==> src/rtl/pw_pkg.sv <==
// Shared definitions for the password pipeline: terminator bytes, length limit,
// streamer state encoding and the terminator test used by the storage stage too.
package pw_pkg;

    localparam logic [7:0] EOL         = 8'h0A;
    localparam logic [7:0] EOF         = 8'h00;
    localparam int         MAX_LEN_DEF = 55;

    typedef enum logic [3:0] {
        S_IDLE,
        S_IDX_RD,
        S_IDX_WAIT,
        S_FIRST_RD,
        S_FIRST_WAIT,
        S_NEXT_RD,
        S_NEXT_WAIT,
        S_EMIT,
        S_DONE
    } pw_state_t;

    function automatic logic is_term(input logic [7:0] b);
        return (b == EOL) || (b == EOF);
    endfunction

endpackage

==> src/rtl/password_streamer.sv <==
// Walks the password index table and streams each password's bytes one per
// handshake beat, with a one-byte lookahead (nxt) to flag the last byte.
module password_streamer
    import pw_pkg::*;
#(
    parameter int ADDR_W  = 32,
    parameter int MAX_LEN = MAX_LEN_DEF
) (
    input  logic              clk,
    input  logic              rst,
    input  logic              start,
    input  logic              table_ready,
    input  logic [31:0]       password_count,
    output logic              idx_rd_en,
    output logic [31:0]       idx_addr,
    input  logic [ADDR_W-1:0] idx_data,
    output logic              mem_rd_en,
    output logic [ADDR_W-1:0] mem_addr,
    input  logic [7:0]        mem_data,
    output logic              out_valid,
    input  logic              out_ready,
    output logic [7:0]        out_data,
    output logic              out_first,
    output logic              out_last,
    output logic [31:0]       out_index,
    output logic [5:0]        out_len,
    output logic              out_trunc,
    output logic              busy,
    output logic              done
);

    pw_state_t         r_state;
    pw_state_t         w_state_nxt;
    pw_state_t         w_adv_state;
    logic [31:0]       r_n;
    logic [31:0]       r_count;
    logic [ADDR_W-1:0] r_ptr;
    logic [7:0]        r_hold;
    logic [7:0]        r_nxt;
    logic [5:0]        r_len;

    logic              w_start_ok;
    logic              w_emit;
    logic              w_len_max;
    logic              w_nxt_term;
    logic              w_last;
    logic [31:0]       w_n_inc;

    assign w_start_ok  = start && table_ready && (r_state == S_IDLE || r_state == S_DONE);
    assign w_emit      = (r_state == S_EMIT);
    assign w_len_max   = (r_len == 6'(MAX_LEN));
    assign w_nxt_term  = is_term(r_nxt);
    assign w_last      = w_nxt_term || w_len_max;
    assign w_n_inc     = r_n + 32'd1;
    assign w_adv_state = (w_n_inc == r_count) ? S_DONE : S_IDX_RD;

    always_comb begin
        w_state_nxt = r_state;
        case (r_state)
            S_IDLE, S_DONE: begin
                if (w_start_ok)
                    w_state_nxt = (password_count == 32'd0) ? S_DONE : S_IDX_RD;
            end
            S_IDX_RD:     w_state_nxt = S_IDX_WAIT;
            S_IDX_WAIT:   w_state_nxt = S_FIRST_RD;
            S_FIRST_RD:   w_state_nxt = S_FIRST_WAIT;
            S_FIRST_WAIT: w_state_nxt = is_term(mem_data) ? w_adv_state : S_NEXT_RD;
            S_NEXT_RD:    w_state_nxt = S_NEXT_WAIT;
            S_NEXT_WAIT:  w_state_nxt = S_EMIT;
            S_EMIT: begin
                if (out_ready)
                    w_state_nxt = w_last ? w_adv_state : S_NEXT_RD;
            end
            default:      w_state_nxt = S_IDLE;
        endcase
    end

    always_ff @(posedge clk) begin
        if (rst) begin
            r_state <= S_IDLE;
            r_n     <= '0;
            r_count <= '0;
            r_ptr   <= '0;
            r_hold  <= '0;
            r_nxt   <= '0;
            r_len   <= '0;
        end else begin
            r_state <= w_state_nxt;
            case (r_state)
                S_IDLE, S_DONE: begin
                    if (w_start_ok) begin
                        r_n     <= '0;
                        r_count <= password_count;
                    end
                end
                S_IDX_WAIT: r_ptr <= idx_data;
                S_FIRST_WAIT: begin
                    // An empty password skips straight to the next table entry.
                    if (is_term(mem_data)) begin
                        r_n <= w_n_inc;
                    end else begin
                        r_hold <= mem_data;
                        r_len  <= 6'd1;
                        r_ptr  <= r_ptr + ADDR_W'(1);
                    end
                end
                S_NEXT_WAIT: r_nxt <= mem_data;
                S_EMIT: begin
                    if (out_ready) begin
                        if (w_last) begin
                            r_n <= w_n_inc;
                        end else begin
                            r_hold <= r_nxt;
                            r_len  <= r_len + 6'd1;
                            r_ptr  <= r_ptr + ADDR_W'(1);
                        end
                    end
                end
                default: ;
            endcase
        end
    end

    // Beat fields are gated by EMIT so every output reads zero outside a beat.
    assign idx_rd_en = (r_state == S_IDX_RD);
    assign idx_addr  = idx_rd_en ? r_n : '0;
    assign mem_rd_en = (r_state == S_FIRST_RD) || (r_state == S_NEXT_RD);
    assign mem_addr  = mem_rd_en ? r_ptr : '0;
    assign out_valid = w_emit;
    assign out_data  = w_emit ? r_hold : '0;
    assign out_first = w_emit && (r_len == 6'd1);
    assign out_last  = w_emit && w_last;
    assign out_index = w_emit ? r_n : '0;
    assign out_len   = w_emit ? r_len : '0;
    assign out_trunc = w_emit && w_len_max && !w_nxt_term;
    assign busy      = (r_state != S_IDLE) && (r_state != S_DONE);
    assign done      = (r_state == S_DONE);

endmodule

==> config.mk <==
export PLATFORM = sky130hd
export DESIGN_NAME = password_streamer
export DESIGN_NICKNAME = d
export VERILOG_FILES = /design/src/rtl/pw_pkg.sv /design/src/rtl/password_streamer.sv
export SDC_FILE = /design/constraint.sdc
export NUM_CORES = 1
export LEC_CHECK = 0
export ABC_AREA = 1
export CORE_MARGIN = 2
export CORE_UTILIZATION = 35
export DETAILED_ROUTE_END_ITERATION = 6
export SLEW_MARGIN = 10
export SYNTH_ARGS = -nofsm -noshare
export SYNTH_HDL_FRONTEND = slang
export SYNTH_SLANG_ARGS = --single-unit
export TNS_END_PERCENT = 100
==> constraint.sdc <==
create_clock -name clk -period 2.7 [get_ports clk]
set_clock_uncertainty 0.15 [all_clocks]
set_input_delay 0.27 -clock clk [delete_from_list [all_inputs] [get_ports clk]]
set_output_delay 0.27 -clock clk [all_outputs]
set_load 0.02 [all_outputs]
==> results of run 1 <==
## flip-flops by register name, summed over array words and instances, names as in the netlist
signal	cells
r_count	32
r_n	32
r_ptr	32
r_hold	8
r_nxt	8
r_len	6
r_state	4
## layer usage
| layer | vias up | share of wire (%) |
|---|---|---|
| met4 | 2 | 1.7 |
| li1 | 4860 | - |
| met3 | 38 | 6.5 |
| met1 | 4299 | 45 |
| met2 | 312 | 47 |
| met5 | - | 0.046 |
## worst max-delay path, cell delays in order (launching register included)
cell,delay (ns)
dfxtp_1,0.38
ha_1,0.20
nand2_1,0.09
nor3_2,0.24
and3_1,0.22
clkdlybuf4s50_1,0.62
## kinds of logic (layout without fill, tap and decap cells)
logic type,after synthesis,after routing
DFF,122,122
buffers and inverters,219,454
AOI/OAI and AO/OA,213,213
xor gates and xnor gates,28,28
adders and majority gates,4,4
and+or+nand+nor,799,799
other,0,1
## timing repair
item                                   in CTS  in global routing
resized for setup                          50                 58
gates cloned                                0                  1
setup endpoints to repair                  61                 55
pin swaps                                   0                  3
endpoints found under the hold margin       0                  0
buffers inserted                            0                  2
## metrics by stage
stage / area [sq um] / hold slack, ns / setup WS [ns] / cells
2_1_floorplan: 8077 / 0.2549 / 0.5126 / 1385
3_3_place_gp: 10700 / 0.3034 / 0.07924 / 1870
3_5_place_dp: 10700 / 0.3075 / 0.03816 / 1870
4_1_cts: 11210 / 0.2513 / 0.001144 / 1902
5_1_grt: 11390 / 0.2630 / -0.02356 / 1905
6_report: 11390 / 0.2686 / 0.09763 / 1906
## area by class of cell
cell class	count	share of cell area (%)
Antenna cell	1	0.02197
Clock buffer	18	3.856
Timing Repair inverter	1	0.06591
Timing Repair Buffer	256	21.87
Tap cell	285	3.131
Clock inverter	14	0.9997
Multi-Input combinational cell	1044	43.01
Inverter	165	5.471
Sequential cell	122	21.58
## cells in the final DEF (no fill, tap or decap), types with 3 or more instances in the layout
cell type        count
nor2_2              12
a211oi_1             3
dfxtp_1            112
o21ai_1              4
nand2_1            356
buf_4               54
nor3_1              16
nor4_1              13
clkinv_1             3
inv_1              157
inv_2                4
nand2_2              3
nor3_2               5
nand4_1             11
clkinv_4             5
inv_6                4
clkdlybuf4s50_1    122
a21oi_1             98
a31oi_1             17
buf_12               7
nand3_2              9
dlygate4sd2_1       46
clkbuf_16           17
o211ai_1             4
o21ai_0             81
nor2_1             254
nand3_1            102
nor2_4               7
xor2_1              26
clkinvlp_4           6
dfxtp_2              9
dlymetal6s2s_1      24
ha_1                 3
## power by group through the flow
stage          combinational, mW  sequential (mW)  clock (mW)
2_1_floorplan              0.715             2.06           0
3_3_place_gp                1.13             2.09           0
3_5_place_dp                1.14             2.09           0
4_1_cts                     1.14             2.05        2.21
5_1_grt                     1.29             2.07        2.29
6_report                    1.16             2.05        2.17
## how the worst min path moves through the flow
stage,end,cells past startpoint,slack (ns),start
after floorplan,r_nxt[0]$_SDFFE_PP0P_,2,0.25,mem_data[0]
after global placement,r_count[1]$_SDFFE_PP0P_,2,0.30,r_count[1]$_SDFFE_PP0P_
final,r_ptr[8]$_SDFFE_PP0P_,3,0.27,idx_data[8]
after detailed placement,r_count[1]$_SDFFE_PP0P_,2,0.31,r_count[1]$_SDFFE_PP0P_
after CTS,r_ptr[8]$_SDFFE_PP0P_,3,0.25,idx_data[8]
after global routing,r_ptr[6]$_SDFFE_PP0P_,3,0.26,idx_data[6]
==> impl_metrics.toml, run 1 <==
[synthesis]
async_flop_share_pct = 0
synth-compound-area-share_pct = 13.88
yosys.area.top_type_share_pct = 30.24
ys_types = 42
yosysMostFrequentCell = "nand2_1"
netlist_instances = 1385
synth-adder-area-share_pct = 0.6197
synth.area.mux_share_pct = 0
synth_area_sq_um = 8076
synth_ff_type = "dfxtp_1"
synth-xor-area-share_pct = 3.207
synth-seq-cells = 122
synth-edff-count = 0
ys_seq_area_share_pct = 30.24
avgSynthCellArea_sq_um = 5.831
yosys-top-cells-count = "nand2_1 (357), nor2_1 (264), inv_1 (158)"
synth.net_count = 1466
synthSimpleGateAreaFrac_pct = 41.67
synthTopCellsByArea = "dfxtp_1 (30%), nand2_1 (17%), nor2_1 (12%)"
yosysWarnings = 0
synth_top_family_by_area = "simple AND/OR/NAND/NOR gates"
yosys.area.top_type = "dfxtp_1"

[detailed_routing]
drtIter0Drc = 689
via_count = 9511
routed_wl_mm = 28.10
postRouteAntennaNets = 0
post-route-drc-count = 0
viasPerCell = 4.990
wl_per_cell_microns = 14.74
drt-pass1-iter-count = 5

[timing]
relSlewSlack_pct = 49.42
post-route-period-util_pct = 96.38
rsz0062_at_grt = "true"
min_period_ns = 2.602
max_freq_mhz = 384.3
worstMarginPinSlew_ns = 0.7587
setup_viol = 0
hold_violations = 0
tns_ns = 0
slew_violations = 0

[pwr]
p_total_mw = 5.382
peakVddDrop_mv = 0.4403
p_seq_share_pct = 38.1
p_int_mw = 3.593
power.share.clock_pct = 40.3
combPwrFrac_pct = 21.6
power-per-cell-area_nw_per_um2 = 472.5
netSwitchingFraction_pct = 33.24
p_leak_nw = 5.029
p_sw_mw = 1.789

[floorplanning]
die-width_microns = 155.9
die-area_sq_um = 24310
io_pins = 195
num_rows = 55
core_area_sq_um = 22640
fp.dieH_microns = 155.9
start_util_pct = 35.67

[place]
portBuffers = 194
finalWeightedCongestion = 0.9086
dp.final_hpwl_mm = 20.87

[clocking]
cts_made_buffers = 17
insertion_delay_ns = 0.43
cts_max_level = 4
cts_sinks = 122
cts_tree = "built"
root_buffer = "clkbuf_16"
cts_max_path_buffers = 2
hold_buffers = 0
clk_transition_reported_paths_ns = 0.06

[finish]
final_core_util_pct = 50.31
area_growth_pct = 41.02
layout.nets = 1688
layout-drive-gt1-share_pct = 9.691
multi_input_area_sq_um = 4898
seq_area_sq_um = 2457
fill_cells = 2395

[setup_path]
r2r-end = "r_state[0]$_SDFFE_PP0P_"
rr_startpoint = "r_n[0]$_SDFFE_PP0P_"
reg2reg_depth = 17
critPathArrivalTime_ns = 2.18
cp-end-kind = "output pin"
cp_max_fo = 4
r2r_slack_ns = 0.19
cp-startpoint = "r_len[0]$_SDFFE_PP0P_"
crit_path_start_kind = "flip-flop"
required_ns = 2.28
crit_path_end = "out_trunc"
path_class = "flip-flop to output pin"

[run]
max_cap_violations = 0

[grt]
grt_max_degree = 60
gr-usage-met1_pct = 29.33
grt_busiest_layer = "met2"
grt_usage_pct = 22.76
overflow = 0
grt_pass1_wl_mm = 43.99
first_global_vias = 8637
use_met2_pct = 38.66
antenna_found_initial = 2
met3_usage_pct = 4.917

[outcome]
outcome = "finished clean"

[hold_path]
hold_class = "input port to flip-flop"
No activity file was read; power rests on OpenSTA's default activity.
==> inputs of run 2 (changes only) <==
CTS_CLUSTER_DIAMETER = 80   (was not set)
MAX_ROUTING_LAYER = met4   (was not set)
==> run 2 against run 1 <==
Against the previous run:
- cell area rose by 0.42%
- total power grew 0.93%
- first-iteration DRC count shrank 6.0%
- sequential share of layout area down 0.057 points
- clock-buffer cell count decreased by 1
- largest power group unchanged
- die area unchanged
==> impl_metrics.toml, run 2 (synthesis results as in run 1) <==
[detailed_routing]
routed_wl_mm = 28.16
drtIter0Drc = 648
via_count = 9491
viasPerCell = 4.967
postRouteAntennaNets = 0
wl_per_cell_microns = 14.74
drt-pass1-iter-count = 5
post-route-drc-count = 0

[place]
finalWeightedCongestion = 0.9584
portBuffers = 194
dp.final_hpwl_mm = 21.13
place_ws_ns = 0.06672
place_area_sq_um = 10740

[grt]
antenna_found_initial = 2
overflow = 0
grt_usage_pct = 23.72
first_global_vias = 8889
grt_pass1_wl_mm = 44.62
grt_max_degree = 60

[run]
max_cap_violations = 0

[setup_path]
crit_path_start_kind = "flip-flop"
required_ns = 2.28
cp-end-kind = "output pin"
cp_max_fo = 16
slowest_delay_ns = 0.61
path_class = "flip-flop to output pin"
cp_top_family = "buffers and inverters"
path_buf_inv = 4
critPathArrivalTime_ns = 2.17
slowest_stage = "clkdlybuf4s50_1"
path_cells = "inv_1 > nor2_1 > inv_2 > nor2_4 > inv_2 > nor2_1 > clkdlybuf4s50_1"

[finish]
design_area_sq_um = 11440
final_common_cell = "nand2_1"
layout.nets = 1692
area_growth_pct = 41.61
layout-drive-gt1-share_pct = 10.10
mostFrequentLayoutCells = "nand2_1 (355), nor2_1 (252), inv_1 (157)"
top_regs = "r_count: 32 flops, r_n: 32 flops, r_ptr: 32 flops"

[clocking]
cts_sinks = 122
hold_buffers = 0
root_buffer = "clkbuf_16"
cts_made_buffers = 17
clk_transition_reported_paths_ns = 0.06
cts_max_path_buffers = 2
cts_tree = "built"
insertion_delay_ns = 0.43
cts_max_level = 4

[timing]
relSlewSlack_pct = 47.01
setup_viol = 0
post-route-period-util_pct = 95.97
min_period_ns = 2.591
slew_violations = 0
setup_ws_ns = 0.1089
rsz0062_at_grt = "true"
max_freq_mhz = 385.9
hold_violations = 0
worstMarginPinSlew_ns = 0.7949

[floorplanning]
core_area_sq_um = 22640
start_util_pct = 35.67
io_pins = 195
fp.dieH_microns = 155.9
num_rows = 55
die-width_microns = 155.9
die-area_sq_um = 24310

[hold_path]
hold_class = "input port to flip-flop"

[pwr]
power-per-cell-area_nw_per_um2 = 475.0
peakVddDrop_mv = 0.3621
p_leak_nw = 4.937
p_total_mw = 5.432

[outcome]
outcome = "finished clean"
## run 2: cell types whose count changed in the layout (fill, tap and decap cells not counted), sizes merged, moves of 3 or more
cell	previous run	this run
buf	63	68
clkdlybuf4s50	122	135
clkinvlp	6	3
dlygate4sd2	46	38
dlymetal6s2s	24	19
## run 2: repair_timing
action	in CTS	in global routing
gates resized for setup	40	56
endpoints found under the setup margin	39	34
setup buffers	0	3
pin swaps	0	5
cloned	0	0
## run 2: worst reg2reg max path: stages, from the launching register on
cell	delay, ns
dfxtp_2	0.40
nand2_1	0.11
nor2_4	0.17
nand2_1	0.11
nor2_2	0.28
nand3_1	0.18
nand3_1	0.12
nand2_1	0.12
nor2_1	0.13
nand2_1	0.07
nor2_1	0.16
nand4_1	0.12
nand2_1	0.08
nand3_1	0.06
nand2_1	0.07
a21oi_1	0.06
## run 2: routing by layer
| metal | global-route usage (%) | vias up | wire [microns] |
|---|---|---|---|
| met5 | - | - | 0 |
| met2 | 39.11 | 302 | 13120 |
| li1 | - | 4878 | - |
| met1 | 30.18 | 4282 | 12980 |
| met3 | 4.306 | 29 | 1676 |
| met4 | 5.854 | 0 | 388 |
## run 2: stage by stage
stage	hold slack [ns]	TNS (ns)	util, %	cells
global placement	0.3023	0	47.46	1874
CTS	0.2667	0	49.75	1906
floorplan	0.2549	0	-	1385
detailed placement	0.3046	0	47.46	1874
global route	0.2909	-0.06479	50.52	1911
finish	0.2690	0	50.52	1911
## run 2: final timing paths
check | from | endpoint | slack, ns | cells after the start
max | r_state[2]$_SDFFE_PP0P_ | out_data[5] | 0.11 | 7
min | idx_data[6] | r_ptr[6]$_SDFFE_PP0P_ | 0.27 | 3
max reg2reg | r_n[2]$_SDFFE_PP0P_ | r_state[0]$_SDFFE_PP0P_ | 0.17 | 15
min reg2reg | r_count[1]$_SDFFE_PP0P_ | r_count[1]$_SDFFE_PP0P_ | 0.31 | 2
## run 2: layout make-up
cell class,instances,area [sq um]
Antenna cell,2,5.005
Clock buffer,17,425.4
Clock inverter,15,138.9
Fill cell,2345,11200
Inverter,165,623.1
Multi-Input combinational cell,1044,4888
Sequential cell,122,2461
Tap cell,285,356.6
Timing Repair Buffer,261,2539
## run 2: where the power goes
group / total (mW) / internal (mW) / switching [mW]
clock: 2.23 / 1.28 / 0.949
sequential: 2.05 / 1.94 / 0.109
combinational: 1.15 / 0.439 / 0.716
